$ cat config.mk
export PLATFORM = sky130hd
export DESIGN_NAME = mux2a1_sched_l2_flat
export DESIGN_NICKNAME = d
export VERILOG_FILES = /design/src/rtl/mux2a1_sched_l2_pkg.sv /design/src/rtl/mux2a1_sched_l2_if.sv /design/src/rtl/mux2a1_sched_rr_core.sv /design/src/rtl/mux2a1_sched_l2.sv /design/src/flat_wrapper.sv
export SDC_FILE = /design/constraint.sdc
export NUM_CORES = 1
export LEC_CHECK = 0
export ABC_CLOCK_PERIOD_IN_PS = 5650
export CAP_MARGIN = 20
export CORE_MARGIN = 3
export CORE_UTILIZATION = 48
export CTS_CLUSTER_DIAMETER = 50
export CTS_CLUSTER_SIZE = 10
export DETAILED_ROUTE_END_ITERATION = 8
export PLACE_DENSITY = 0.83
export RECOVER_POWER = 100
export SLEW_MARGIN = 20
export SYNTH_ARGS = -nofsm -noshare
export SYNTH_HDL_FRONTEND = slang
export SYNTH_SLANG_ARGS = --single-unit
$ cat constraint.sdc
create_clock -name clk_4f -period 5.65 [get_ports clk_4f]
set_clock_uncertainty 0.05 [all_clocks]
set_input_delay 1.4125 -clock clk_4f [delete_from_list [all_inputs] [get_ports clk_4f]]
set_output_delay 1.4125 -clock clk_4f [all_outputs]
set_load 0.01 [all_outputs]
$ cat src/rtl/mux2a1_sched_l2_pkg.sv
// Shared types and widths for the second-level 2:1 byte lane scheduler.
package sched_pkg;

    localparam int unsigned DATA_W  = 8;
    localparam int unsigned BURST_W = 4;
    localparam int unsigned STAT_W  = 16;

    typedef enum logic [1:0] {
        IDLE   = 2'd0,
        SERVE0 = 2'd1,
        SERVE1 = 2'd2
    } sched_state_e;

    // Increment that sticks at all-ones instead of wrapping.
    function automatic logic [STAT_W-1:0] sat_inc(input logic [STAT_W-1:0] v);
        return (v == {STAT_W{1'b1}}) ? v : v + STAT_W'(1);
    endfunction

endpackage

$ cat src/rtl/mux2a1_sched_l2_if.sv
// Lane request / downstream bus of the 2:1 scheduler.
// Optional SCHED_STATS_EN adds the count0/count1 statistics signals.
interface mux2a1_sched_l2_if;
    import sched_pkg::*;

    logic              valid0;
    logic              valid1;
    logic [DATA_W-1:0] data_in0;
    logic [DATA_W-1:0] data_in1;
    logic              ready_out;
    logic              ready0;
    logic              ready1;
    logic              selector;
    logic              validout;
    logic [DATA_W-1:0] dataout;
`ifdef SCHED_STATS_EN
    logic [STAT_W-1:0] count0;
    logic [STAT_W-1:0] count1;
`endif

    // Requester lanes plus downstream sink.
    modport master (
        output valid0, valid1, data_in0, data_in1, ready_out,
        input  ready0, ready1, selector, validout, dataout
`ifdef SCHED_STATS_EN
        , input count0, count1
`endif
    );

    // Scheduler side.
    modport slave (
        input  valid0, valid1, data_in0, data_in1, ready_out,
        output ready0, ready1, selector, validout, dataout
`ifdef SCHED_STATS_EN
        , output count0, count1
`endif
    );

endinterface

$ cat src/rtl/mux2a1_sched_rr_core.sv
// Round-robin grant FSM with per-lane burst limit; owns last pointer and burst count.
module mux2a1_sched_rr_core
    import sched_pkg::*;
#(
    parameter int unsigned MAX_BURST = 4
) (
    input  logic i_clk,
    input  logic i_rst,
    input  logic i_valid0,
    input  logic i_valid1,
    input  logic i_can_accept,
    output logic o_ready0_c,
    output logic o_ready1_c,
    output logic o_selector
);

    sched_state_e       r_state;
    sched_state_e       w_state_nxt;
    logic               r_last;
    logic               w_last_nxt;
    logic [BURST_W-1:0] r_burst;
    logic [BURST_W-1:0] w_burst_nxt;
    logic [BURST_W-1:0] w_burst_sum;
    logic               r_selector;
    logic               w_serve1;
    logic               w_own_v;
    logic               w_oth_v;
    logic               w_xfer;
    sched_state_e       w_other_state;

    // Grants only in a SERVE state, and only when the output stage can take a byte.
    assign o_ready0_c = (r_state == SERVE0) && i_valid0 && i_can_accept;
    assign o_ready1_c = (r_state == SERVE1) && i_valid1 && i_can_accept;
    assign o_selector = r_selector;

    assign w_serve1      = (r_state == SERVE1);
    assign w_own_v       = w_serve1 ? i_valid1 : i_valid0;
    assign w_oth_v       = w_serve1 ? i_valid0 : i_valid1;
    assign w_xfer        = o_ready0_c | o_ready1_c;
    assign w_burst_sum   = r_burst + BURST_W'(w_xfer);
    assign w_other_state = w_serve1 ? SERVE0 : SERVE1;

    // Next-state: tie-break on last, yield on drain or end-of-burst.
    always_comb begin
        w_state_nxt = r_state;
        w_last_nxt  = r_last;
        w_burst_nxt = r_burst;
        unique case (r_state)
            IDLE: begin
                if (i_valid0 && i_valid1) begin
                    w_state_nxt = r_last ? SERVE0 : SERVE1;
                end else if (i_valid0) begin
                    w_state_nxt = SERVE0;
                end else if (i_valid1) begin
                    w_state_nxt = SERVE1;
                end
            end
            SERVE0, SERVE1: begin
                if (!w_own_v) begin
                    w_burst_nxt = '0;
                    w_last_nxt  = w_serve1;
                    w_state_nxt = w_oth_v ? w_other_state : IDLE;
                end else if (w_burst_sum == BURST_W'(MAX_BURST)) begin
                    w_burst_nxt = '0;
                    if (w_oth_v) begin
                        w_last_nxt  = w_serve1;
                        w_state_nxt = w_other_state;
                    end
                end else begin
                    w_burst_nxt = w_burst_sum;
                end
            end
            default: begin
                w_state_nxt = IDLE;
                w_burst_nxt = '0;
            end
        endcase
    end

    // State, history and registered selector.
    always_ff @(posedge i_clk) begin
        if (i_rst) begin
            r_state    <= IDLE;
            r_last     <= 1'b1;
            r_burst    <= '0;
            r_selector <= 1'b0;
        end else begin
            r_state    <= w_state_nxt;
            r_last     <= w_last_nxt;
            r_burst    <= w_burst_nxt;
            r_selector <= (w_state_nxt == SERVE1);
        end
    end

endmodule

$ cat src/rtl/mux2a1_sched_l2.sv
// Second-level 2:1 byte lane scheduler: rr core, data mux and registered output stage.
// Optional SCHED_STATS_EN adds saturating per-lane transfer counters.
module mux2a1_sched_l2
    import sched_pkg::*;
#(
    parameter int unsigned MAX_BURST = 4
) (
    input  logic                 clk_4f,
    input  logic                 reset,
    mux2a1_sched_l2_if.slave     bus
);

    logic              w_can_accept;
    logic              w_ready0;
    logic              w_ready1;
    logic              w_selector;
    logic              w_xfer;
    logic [DATA_W-1:0] w_data_sel;
    logic              r_validout;
    logic [DATA_W-1:0] r_dataout;

    assign w_can_accept = !r_validout || bus.ready_out;

    mux2a1_sched_rr_core #(
        .MAX_BURST (MAX_BURST)
    ) u_core (
        .i_clk        (clk_4f),
        .i_rst        (reset),
        .i_valid0     (bus.valid0),
        .i_valid1     (bus.valid1),
        .i_can_accept (w_can_accept),
        .o_ready0_c   (w_ready0),
        .o_ready1_c   (w_ready1),
        .o_selector   (w_selector)
    );

    // Grants are one-hot, so the byte comes from whichever lane is popped.
    assign w_xfer     = w_ready0 | w_ready1;
    assign w_data_sel = w_ready1 ? bus.data_in1 : bus.data_in0;

    assign bus.ready0   = w_ready0;
    assign bus.ready1   = w_ready1;
    assign bus.selector = w_selector;
    assign bus.validout = r_validout;
    assign bus.dataout  = r_dataout;

    // Output register: load on pop, empty when drained with nothing new.
    always_ff @(posedge clk_4f) begin
        if (reset) begin
            r_validout <= 1'b0;
            r_dataout  <= '0;
        end else if (w_xfer) begin
            r_validout <= 1'b1;
            r_dataout  <= w_data_sel;
        end else if (bus.ready_out) begin
            r_validout <= 1'b0;
        end
    end

`ifdef SCHED_STATS_EN
    logic [STAT_W-1:0] r_count0;
    logic [STAT_W-1:0] r_count1;

    assign bus.count0 = r_count0;
    assign bus.count1 = r_count1;

    // Saturating accepted-transfer counters per lane.
    always_ff @(posedge clk_4f) begin
        if (reset) begin
            r_count0 <= '0;
            r_count1 <= '0;
        end else begin
            if (w_ready0) r_count0 <= sat_inc(r_count0);
            if (w_ready1) r_count1 <= sat_inc(r_count1);
        end
    end
`endif

endmodule
$ cat src/flat_wrapper.sv
// flat-port wrapper written by rule: the top's interface ports become plain ports
module mux2a1_sched_l2_flat import sched_pkg::*;
#(
    parameter int unsigned MAX_BURST = 4
)
  (clk_4f, reset, bus_valid0, bus_valid1, bus_data_in0, bus_data_in1, bus_ready_out, bus_ready0, bus_ready1, bus_selector, bus_validout, bus_dataout);
  mux2a1_sched_l2_if bus_i ();
  input  logic clk_4f;
  input  logic reset;
  input wire logic [$bits(bus_i.valid0)-1:0] bus_valid0;
  input wire logic [$bits(bus_i.valid1)-1:0] bus_valid1;
  input wire logic [$bits(bus_i.data_in0)-1:0] bus_data_in0;
  input wire logic [$bits(bus_i.data_in1)-1:0] bus_data_in1;
  input wire logic [$bits(bus_i.ready_out)-1:0] bus_ready_out;
  output wire logic [$bits(bus_i.ready0)-1:0] bus_ready0;
  output wire logic [$bits(bus_i.ready1)-1:0] bus_ready1;
  output wire logic [$bits(bus_i.selector)-1:0] bus_selector;
  output wire logic [$bits(bus_i.validout)-1:0] bus_validout;
  output wire logic [$bits(bus_i.dataout)-1:0] bus_dataout;
  assign bus_i.valid0 = bus_valid0;
  assign bus_i.valid1 = bus_valid1;
  assign bus_i.data_in0 = bus_data_in0;
  assign bus_i.data_in1 = bus_data_in1;
  assign bus_i.ready_out = bus_ready_out;
  assign bus_ready0 = bus_i.ready0;
  assign bus_ready1 = bus_i.ready1;
  assign bus_selector = bus_i.selector;
  assign bus_validout = bus_i.validout;
  assign bus_dataout = bus_i.dataout;
  mux2a1_sched_l2 #(.MAX_BURST(MAX_BURST)) u_core (.clk_4f(clk_4f), .reset(reset), .bus(bus_i));
endmodule
## After elaboration in Yosys (flattened, before gate mapping)

Cells that the tools add are included.

| storage, ports and cells | value |
|---|---|
| flip-flop bits (word level) | 17 |
| input bits | 21 |

| cells by class | value |
|---|---|
| add/subtract/negate cells | 1 |
| equality and inequality tests | 6 |
| mux-type cells | 21 |
| bitwise gates (word level) | 1 |
| reduce and logical (&&, ||, !) cells | 11 |

Operators with widths:

| kind | number |
|---|---|
| $mux 2 | 9 |
| $mux 4 | 2 |
| $mux 8 | 1 |
| $pmux 4 s2 | 1 |
| $mux 1 | 7 |
| $logic_and 1x1->1 | 5 |
| $add 4x1->4 | 1 |
| $eq 2x2->1 const B | 2 |
| $eq 4x3->1 const B | 1 |
| $ne 2x1->1 const B | 2 |
| $pmux 2 s2 | 1 |
| $reduce_and 3->1 | 1 |
| $eq 2x1->1 const B | 1 |
| $logic_not 2->1 | 1 |
| $reduce_bool 2->1 | 1 |
| $reduce_or 2->1 | 1 |
| $logic_not 1->1 | 1 |
| $logic_or 1x1->1 | 1 |
| $or 1x1->1 | 1 |

## Logic depth before layout (Yosys ltp)

Gate-level depths: netlist (run 1).

| depth | value |
|---|---|
| depth in word-level cells | 10 |
| mapped depth | 11 |

## By module

A second synthesis (run 1) with hierarchy kept.

| unflattened totals | value |
|---|---|
| cells, all modules | 117 |
| area total of the unflattened synthesis | 1059.8 um^2 |

By module, submodules not included:

| module | instances | cells each | area each (um^2) |
|---|---|---|---|
| mux2a1_sched_rr_core | 1 | 77 | 650.6 |
| mux2a1_sched_l2 | 1 | 40 | 409.1 |

## Least setup slack after synthesis (run 1)

No wires, ideal clock.

| timing | value |
|---|---|
| path kind | input-to-output |
| start point | input port bus_valid1 |
| end point | output port bus_ready1 |
| data arrival time | 1.939 ns |
| data required time | 4.188 ns |
| path slack | 2.248 ns |
| stages | 3 |
| buffers on the path | 1 |
| path through | buf_2 nand3_1 inv_1 |

| on the way | value |
|---|---|
| cells in the longest elaborated chain, start to end | 2 |

Ends and longest elaborated chain:

| item | RTL line | text |
|---|---|---|
| start: declaration | flat_wrapper.sv:11 | `input wire logic [$bits(bus_i.valid1)-1:0] bus_valid1;` |
| $logic_and 1x1->1 (2 in series) | mux2a1_sched_rr_core.sv:33 | `assign o_ready1_c = (r_state == SERVE1) && i_valid1 && i_can_accept;` |
| end: declaration | flat_wrapper.sv:16 | `output wire logic [$bits(bus_i.ready1)-1:0] bus_ready1;` |

No other way between the ends.

## Worst setup path after layout (run 1)

Same ends and word-level chain as after synthesis.

==> results list, run 1 <==
- The die covers 0.00273 sq mm.
* Worst setup path category: in -> out
- Post-CTS timing repair inserted 0 buffers for setup.
* Floorplan die height: 52.2 um
- Synth Register Bits: 17
- The floorplan step set the die width to 52.2 um.
- The initial antenna violation count is 0.
- Of the total power, the share spent switching nets is 0.392.
- The via count of the first global-routing pass came to 916.
* Average cell area after synthesis: 8.68 sq um
* Switching power: 0.190 mW
* Worst slack at placement: ~1.1 ns
- Crit Path Max Fanout: 11
* Setup repair after global routing missed its margin: false
- Of the total power, combinational logic draws 0.493.
- Leaving out filler cells and counting taps, the final layout contains 176.
* Final slew viol count: 0
- Count of port buffers added during placement: 32
- Core Area: 0.00198 sq mm
- Part of the power in the clock network: 0.134
- For this configuration, the core starts out at a cell density of 0.517.
- Gates resized during post-CTS repair numbered 0.
- Total of warnings raised by yosys: 0
* Nature of the critical path startpoint: input port
* Worst slew margin relative to its limit: 0.321
- In this run, placement finished with an instance count of 172.
- Measured on the finished design, the core utilization comes to 0.682.
* Clock buffers created by TritonCTS: 3
- The detail route stage leaves a number of antenna-violating nets equal to 0.
* Final hold viol count: 0
* Internal Power: 0.295 mW
* Worst r2r path cells: 10
- Setup violations remaining at the end of the flow were counted as 0.
- Critical Path Sink Type: output port
- The first routing iteration left 20 violations.
- Global routing usage summed across all routing layers: 0.197
- Measured slew at the worst slew-check pin: slightly above 1 ns
- Pre-Repair DR Iteration Count: 4
- In the routed design, unresolved DRC markers number 0.
- In the finished design, the share of the clock period the worst path needs comes to 0.824.
- Wires add up to 2.53 mm.
- CTS max path bufs: 2
- Class of the most critical hold timing path: reg -> reg
* Pin count of the biggest net entering global routing: 13
- For this run the aggregate overflow at the end of global routing stands at 0.
- The filler cells instantiated in the layout total 162.
- Placed wire-length estimate: 1.94 mm
- Clock transition at path regs: approximately 0.1 ns
- Minimum clock period: 4.65 ns
* Critical-path cell with the highest stage delay: dlygate4sd3_1
- Of the synthesized area, sequential elements account for 0.332.
- Portion of total power attributed to sequential cells: 0.373
- Sink count of the clock tree: 17
* Synthesis-to-layout area growth: 32.0%
- Dividing the detail-routed wire length by the instance count gives around 14 um.
- The repair_antennas step left the layout with diodes totalling 0.
- For the worst setup path, the data required time is 4.19 ns.
- The final layout contains 177 nets.
* Proportion of layout cells with a drive suffix above 1: 0.0537
- Run status: completed
- Chain of cells forming the critical path: dlygate4sd3_1 -> nand3_1 -> inv_1 -> clkdlybuf4s50_1
* Standard cell area after detailed placement: roughly 0.0013 sq mm
- Max-cap violations in this run came to 0.
- The first global-routing pass estimated 4.05 mm of wire.
- Arrival time worst endpoint: between 3 and 4 ns
- Overall via count from detail_route: approximately 1000
- Mapped Area: 0.00102 sq mm
* Clock Latency Late Sink: 0.29 ns
* Distinct cell type count of the synthesized netlist: 38
- The cell sitting at the root of the clock tree is a clkbuf_4.
- In this run the number of H-tree levels came out at 1.
* Highest clock frequency the design can meet: 215 MHz
* Final-layout worst hold slack: about 0.49 ns
* CTS tree: built
* Slack of the critical path: 0.997 ns
- Across the VDD grid, the largest voltage drop is 0.000221 V.
- Leakage Power: 0.548 nW
- Along the worst hold path, the cell count comes to 2.
- Count of boundary I/O pins: 33
* Pwr Total: 0.485 mW
- After floorplanning, the core was divided into 16 placement rows.
* Post-Layout Inst Area: 0.00135 sq mm
- Post-synth net total: approximately 150
- Weighted congestion reported at the end of routability-driven placement: between 0.8 and 0.9
- Synthesis produced 118 cells.
* Delay of the slowest cell on the worst path: 0.76 ns
* Post-DR vias/cell: 5.69
* Post-route setup TNS: 0 ns
- Dividing total power by cell area gives a power density of ~360 mW/mm^2.
* Number of hold-repair buffers added at the cts stage: 0
## synth_stat cells, drive strengths merged
| master | instances | area, sq um |
|---|---|---|
| o211a | 1 | 10.0 |
| dfxtp | 17 | 340 |
| nor2 | 21 | 78.8 |
| a211oi | 1 | 20.0 |
| nor2b | 1 | 6.26 |
| clkinv | 1 | 3.75 |
| ha | 6 | 75.1 |
| and4 | 1 | 8.76 |
| a41oi | 1 | 8.76 |
| mux2 | 1 | 11.3 |
| clkbuf | 1 | 3.75 |
| o22ai | 3 | 18.8 |
| a31oi | 4 | 25.0 |
| a22oi | 2 | 15.0 |
| buf | 4 | 31.3 |
| a21oi | 3 | 15.0 |
| a32oi | 1 | 8.76 |
| o211ai | 1 | 7.51 |
| mux2i | 2 | 20.0 |
| nand2b | 4 | 32.5 |
| nor3 | 1 | 5.00 |
| o21a | 2 | 15.0 |
| o221ai | 8 | 70.1 |
| and3 | 1 | 6.26 |
| nand4b | 2 | 17.5 |
| inv | 7 | 26.3 |
| nand3 | 6 | 30.0 |
| a21boi | 1 | 18.8 |
| nand2 | 8 | 32.5 |
| a311oi | 3 | 38.8 |
| xor2 | 1 | 8.76 |
| nand4 | 1 | 6.26 |
| a2bb2oi | 1 | 8.76 |
## path summary, 6_finish.rpt
kind	startpoint	endpoint	slack, ns
hold / removal	u_core.u_core.r_burst[0]	u_core.u_core.r_burst[0]	0.49
hold reg to reg	u_core.u_core.r_burst[0]	u_core.u_core.r_burst[0]	0.49
setup reg to reg	u_core.u_core.r_state[0]	u_core.u_core.o_selector	2.21
setup / recovery	bus_valid1	bus_ready1	1.0
## sequential cells by signal, indices dropped and copies added, names as in the netlist
signal / count
u_core.bus.dataout: 8
u_core.u_core.o_selector: 1
u_core.u_core.r_state: 2
u_core.u_core.r_last: 1
u_core.u_core.r_burst: 4
u_core.bus.validout: 1
## final cells by class
| cell class | count | area [sq um] | share of cell area |
|---|---|---|---|
| clock buffer | 4 | 26.3 | 0.0194 |
| inverter | 8 | 30.0 | 0.0222 |
| multi-input combinational | 88 | 602 | 0.445 |
| sequential | 17 | 340 | 0.252 |
| tap | 27 | 33.8 | 0.0250 |
| timing repair buffer | 32 | 320 | 0.237 |
## power groups by stage
stage | Clock, mW | Combinational [mW] | Sequential, mW
5_1_grt | 0.0758 | 0.265 | 0.185
3_5_place_dp | 0 | 0.255 | 0.185
4_1_cts | 0.0694 | 0.256 | 0.181
2_1_floorplan | 0 | 0.147 | 0.192
6_report | 0.0652 | 0.239 | 0.181
3_3_place_gp | 0 | 0.249 | 0.183
## kinds of logic after synthesis
family / count (synthesis) / synth area share
buffers and inverters: 13 / 0.0635
DFF: 17 / 0.332
AOI/OAI and AO/OA: 32 / 0.274
xor gates and xnor gates: 1 / 0.00855
muxes: 3 / 0.0305
and+or+nand+nor: 46 / 0.219
adders and majority gates: 6 / 0.0733
## routing by layer
metal | track usage | vias to the layer above | routed length (um)
li1 | - | 497 | -
met1 | 0.247 | 477 | 1110
met4 | 0.0596 | 0 | 23
met5 | 0 | - | 0
met2 | 0.320 | 25 | 1270
met3 | 0.0655 | 2 | 120
## layout by cell type (no fill, tap or decap), types with 4 or more instances in the layout
cell             instances
nor2_1                  21
ha_1                     6
dfxtp_1                 17
clkdlybuf4s50_1         19
a31oi_1                  4
inv_1                    7
dlygate4sd3_1           13
nand3_1                  6
o221ai_1                 8
nand2_1                  7
## critical path: cells and delay by family
kind / cells / cell delay [ns]
buf+inv: 3 / 1.42
simple gates: 1 / 0.36
Power figures use the tool's default switching activity.
==> run 2: changes to the inputs <==
--- a/config.mk
+++ b/config.mk
@@ -5,14 +5,14 @@
 export SDC_FILE = /design/constraint.sdc
 export NUM_CORES = 1
 export LEC_CHECK = 0
-export ABC_CLOCK_PERIOD_IN_PS = 5650
+export ABC_CLOCK_PERIOD_IN_PS = 4800
 export CAP_MARGIN = 20
 export CORE_MARGIN = 3
-export CORE_UTILIZATION = 48
+export CORE_UTILIZATION = 45
 export CTS_CLUSTER_DIAMETER = 50
 export CTS_CLUSTER_SIZE = 10
 export DETAILED_ROUTE_END_ITERATION = 8
-export PLACE_DENSITY = 0.83
+export PLACE_DENSITY = 0.78
 export RECOVER_POWER = 100
 export SLEW_MARGIN = 20
 export SYNTH_ARGS = -nofsm -noshare
==> constraint.sdc (replaced) <==
create_clock -name clk_4f -period 4.8 [get_ports clk_4f]
set_clock_uncertainty 0.05 [all_clocks]
set_input_delay 1.2 -clock clk_4f [delete_from_list [all_inputs] [get_ports clk_4f]]
set_output_delay 1.2 -clock clk_4f [all_outputs]
set_load 0.01 [all_outputs]
==> results list, run 2 (synthesis gave the netlist of run 1 again) <==
- Post-DR vias/cell: 5.75 (was 5.69)
- Met3 routing resource usage after global routing: 0.0637 (was 0.0655)
- The required time at the endpoint of the critical path is 3.55 ns (was 4.19 ns).
- The detailed-route DRC error count came to 0 (unchanged).
- The area of the placeable core came to 0.00206 sq mm (was 0.00198 sq mm).
* PwrDens: 422 mW/mm^2 (was 358 mW/mm^2)
- Effective utilization at floorplan: 0.497 (was 0.517)
- Highest clock frequency the design can meet: approximately 230 MHz
- Overall via count from detail_route: 1018 (was 1001)
- The final non-filler cell area came to 0.00137 sq mm (was 0.00135 sq mm).
* Number of hold-repair buffers added at the cts stage: 0 (unchanged)
- The cell at the root of the clock tree was clkbuf_4 (unchanged).
- The class of the most critical setup path is in -> out (unchanged).
- The routability-driven placement congestion ratio was 0.854 (was 0.885).
- Highest-utilization routing layer at the global route stage: met2 (unchanged)
- Crit. Startpoint: bus_valid0 (was bus_valid1)
- Final slew viol count: 0 (unchanged)
- Final hold viol count: 0 (unchanged)
* Post-detailed-route count of antenna-violating nets: 0 (unchanged)
* Total number of nets in the final design: 178 (was 177)
- The synthesis-to-finish area growth came to 33.2% (was 32.0%).
- The largest net degree at the start of global routing came to 13 (unchanged).
- Final setup violating endpoints: 0 (unchanged)
- The final worst slack was 0.519 ns (was 0.997 ns).
* Leakage Power: 0.558 nW (was 0.548 nW)
- Class of the most critical hold timing path: reg -> reg (unchanged)
- Run status: completed (unchanged)
- Global routing usage summed across all routing layers: 0.192 (was 0.197)
* Global-route wire length before repair: 4.08 mm (was 4.05 mm)
- The number of rows created at floorplan is 16 (unchanged).
- The met2 routing resource usage after global routing was 0.306 (was 0.320).
* Initial antenna violation count: 0 (unchanged)
- Delay of the slowest cell on the worst path: 0.55 ns (was 0.76 ns)
- The DRC marker count from the first detailed-route iteration is 32 (was 20).
- The number of violations of the max-capacitance limit is 0 (unchanged).
* Final core occ: 0.662 (was 0.682)
- The per-cell routed wire length was 14.4 um (about the same).
- Count of port buffers added during placement: 32 (unchanged)
- The via count of the first global-routing pass came to 943 (was 916).
* Post-CTS setup buffer count: 0 (unchanged)
- The slew at the pin closest to its max-slew limit was 0.575 ns (was 1.01 ns).
- Setup repair after global routing missed its margin: false (unchanged)
- Chain of cells forming the critical path: clkdlybuf4s50_1 -> clkbuf_1 -> nand2_1 -> nor2b_1 -> clkdlybuf4s50_1 (was dlygate4sd3_1 -> nand3_1 -> inv_1 -> clkdlybuf4s50_1)
- Post-route setup TNS: 0 ns (unchanged)
* Count of boundary I/O pins: 33 (unchanged)
- Standard cell area after detailed placement: 0.00135 sq mm (was 0.00134 sq mm)
* Floorplan die height: 53.7 um (was 52.2 um)
- The worst supply voltage drop on vdd was 0.000297 V (was 0.000221 V).
- Floorplan die width: 53.7 um (was 52.2 um)
- Ant. Diodes: 0 (unchanged)
- The pre-CTS worst setup slack was 0.608 ns (was 1.06 ns).
- Critical Path Sink Type: output port (unchanged)
- Clock buffers created by TritonCTS: 3 (unchanged)
- The cell at the slowest stage of the critical path is clkdlybuf4s50_1 (was dlygate4sd3_1).
- The CTS sink count came to 17 (unchanged).
* Post-CTS sizing: 0 (unchanged)
- Startpoint of the worst register-to-register path: u_core.u_core.r_state[0] (unchanged)
* Count of H-tree levels built during CTS: 1 (unchanged)
- The launch point of the worst hold path was u_core.u_core.r_burst[0] (unchanged).
- The sort of element at the start of the critical path is an input port (unchanged).
* Arrival time worst endpoint: 3.03 ns (was 3.19 ns)
- CTS tree: built (unchanged)
* Proportion of layout cells with a drive suffix above 1: 0.0533 (was 0.0537)
* Die footprint: 0.00289 sq mm (was 0.00273 sq mm)
* Total overflow reported by the global router: 0 (unchanged)
* Pre-Repair DR Iteration Count: 5 (was 4)
* Most common cell type on the critical path: clkdlybuf4s50_1
* CTS max path bufs: 2 (unchanged)
- The post-DP HPWL was 1.95 mm (was 1.94 mm).
- Worst slew margin relative to its limit: 0.616 (was 0.321)
- Total wirelength of the detailed-routed design: 2.54 mm (was 2.53 mm)
* Flip-flop count of the largest register after layout: 8 (unchanged)
- The source-to-sink clock delay at the later pin of the worst-skew pair came to 0.29 ns (about the same).
- Fin crit share: 0.892
- Minimum clock period: about 4.3 ns
- Commonest cells after routing, fill and taps aside: 21 x nor2_1, 20 x clkdlybuf4s50_1, 17 x dfxtp_1 (was 21 x nor2_1, 19 x clkdlybuf4s50_1, 17 x dfxtp_1).
- Crit Path Max Fanout: 12 (was 11)
- Clock transition at path regs: 0.10 ns (about the same)
* Global Route met1 Usage: 0.250 (was 0.247)
- Leading cell type in the layout, fill and taps excluded: nor2_1 (unchanged)
==> run 2: critical path: cells and delay by family <==
family	cells	cell delay [ns]
buffers and inverters	3	1.45
AND/OR/NAND/NOR	2	0.38
==> run 2: path summary, 6_finish.rpt <==
| check | to | slack, ns | cells after the start |
|---|---|---|---|
| setup reg to reg | u_core.u_core.r_last | 1.96 | 10 |
| hold reg to reg | u_core.u_core.r_burst[0] | 0.48 | 2 |
| hold / removal | u_core.u_core.r_burst[0] | 0.48 | 2 |
| setup / recovery | bus_ready0 | 0.52 | 5 |
==> run 2: layout make-up <==
| type | instances | area, sq um |
|---|---|---|
| Clock buffer | 4 | 26.3 |
| Fill cell | 188 | 697 |
| Inverter | 8 | 30.0 |
| Multi-Input combinational cell | 88 | 611 |
| Sequential cell | 17 | 340 |
| Tap cell | 27 | 33.8 |
| Timing Repair Buffer | 33 | 324 |
==> run 2: routing by layer <==
| metal | wire length (um) | share of wire | vias to the layer above |
|---|---|---|---|
| met5 | 0 | 0 | - |
| met3 | 144 | 0.057 | 0 |
| met1 | 1150 | 0.45 | 486 |
| met4 | 0 | 0 | 0 |
| li1 | - | - | 505 |
| met2 | 1250 | 0.49 | 27 |
==> run 2: per-stage QoR <==
| step | power (mW) | instances | hold WS, ns |
|---|---|---|---|
| after floorplan | 0.399 | 118 | 0.439 |
| final | 0.576 | 177 | 0.481 |
| after global routing | 0.624 | 177 | 0.531 |
| after detailed placement | 0.518 | 173 | 0.466 |
| after global placement | 0.508 | 173 | 0.451 |
| after CTS | 0.597 | 177 | 0.490 |
==> run 2: power breakdown <==
group | leakage, nW | switching [mW] | internal [mW]
combinational | 0.404 | 0.151 | 0.135
clock | 0.0150 | 0.0455 | 0.0323
sequential | 0.139 | 0.0299 | 0.183
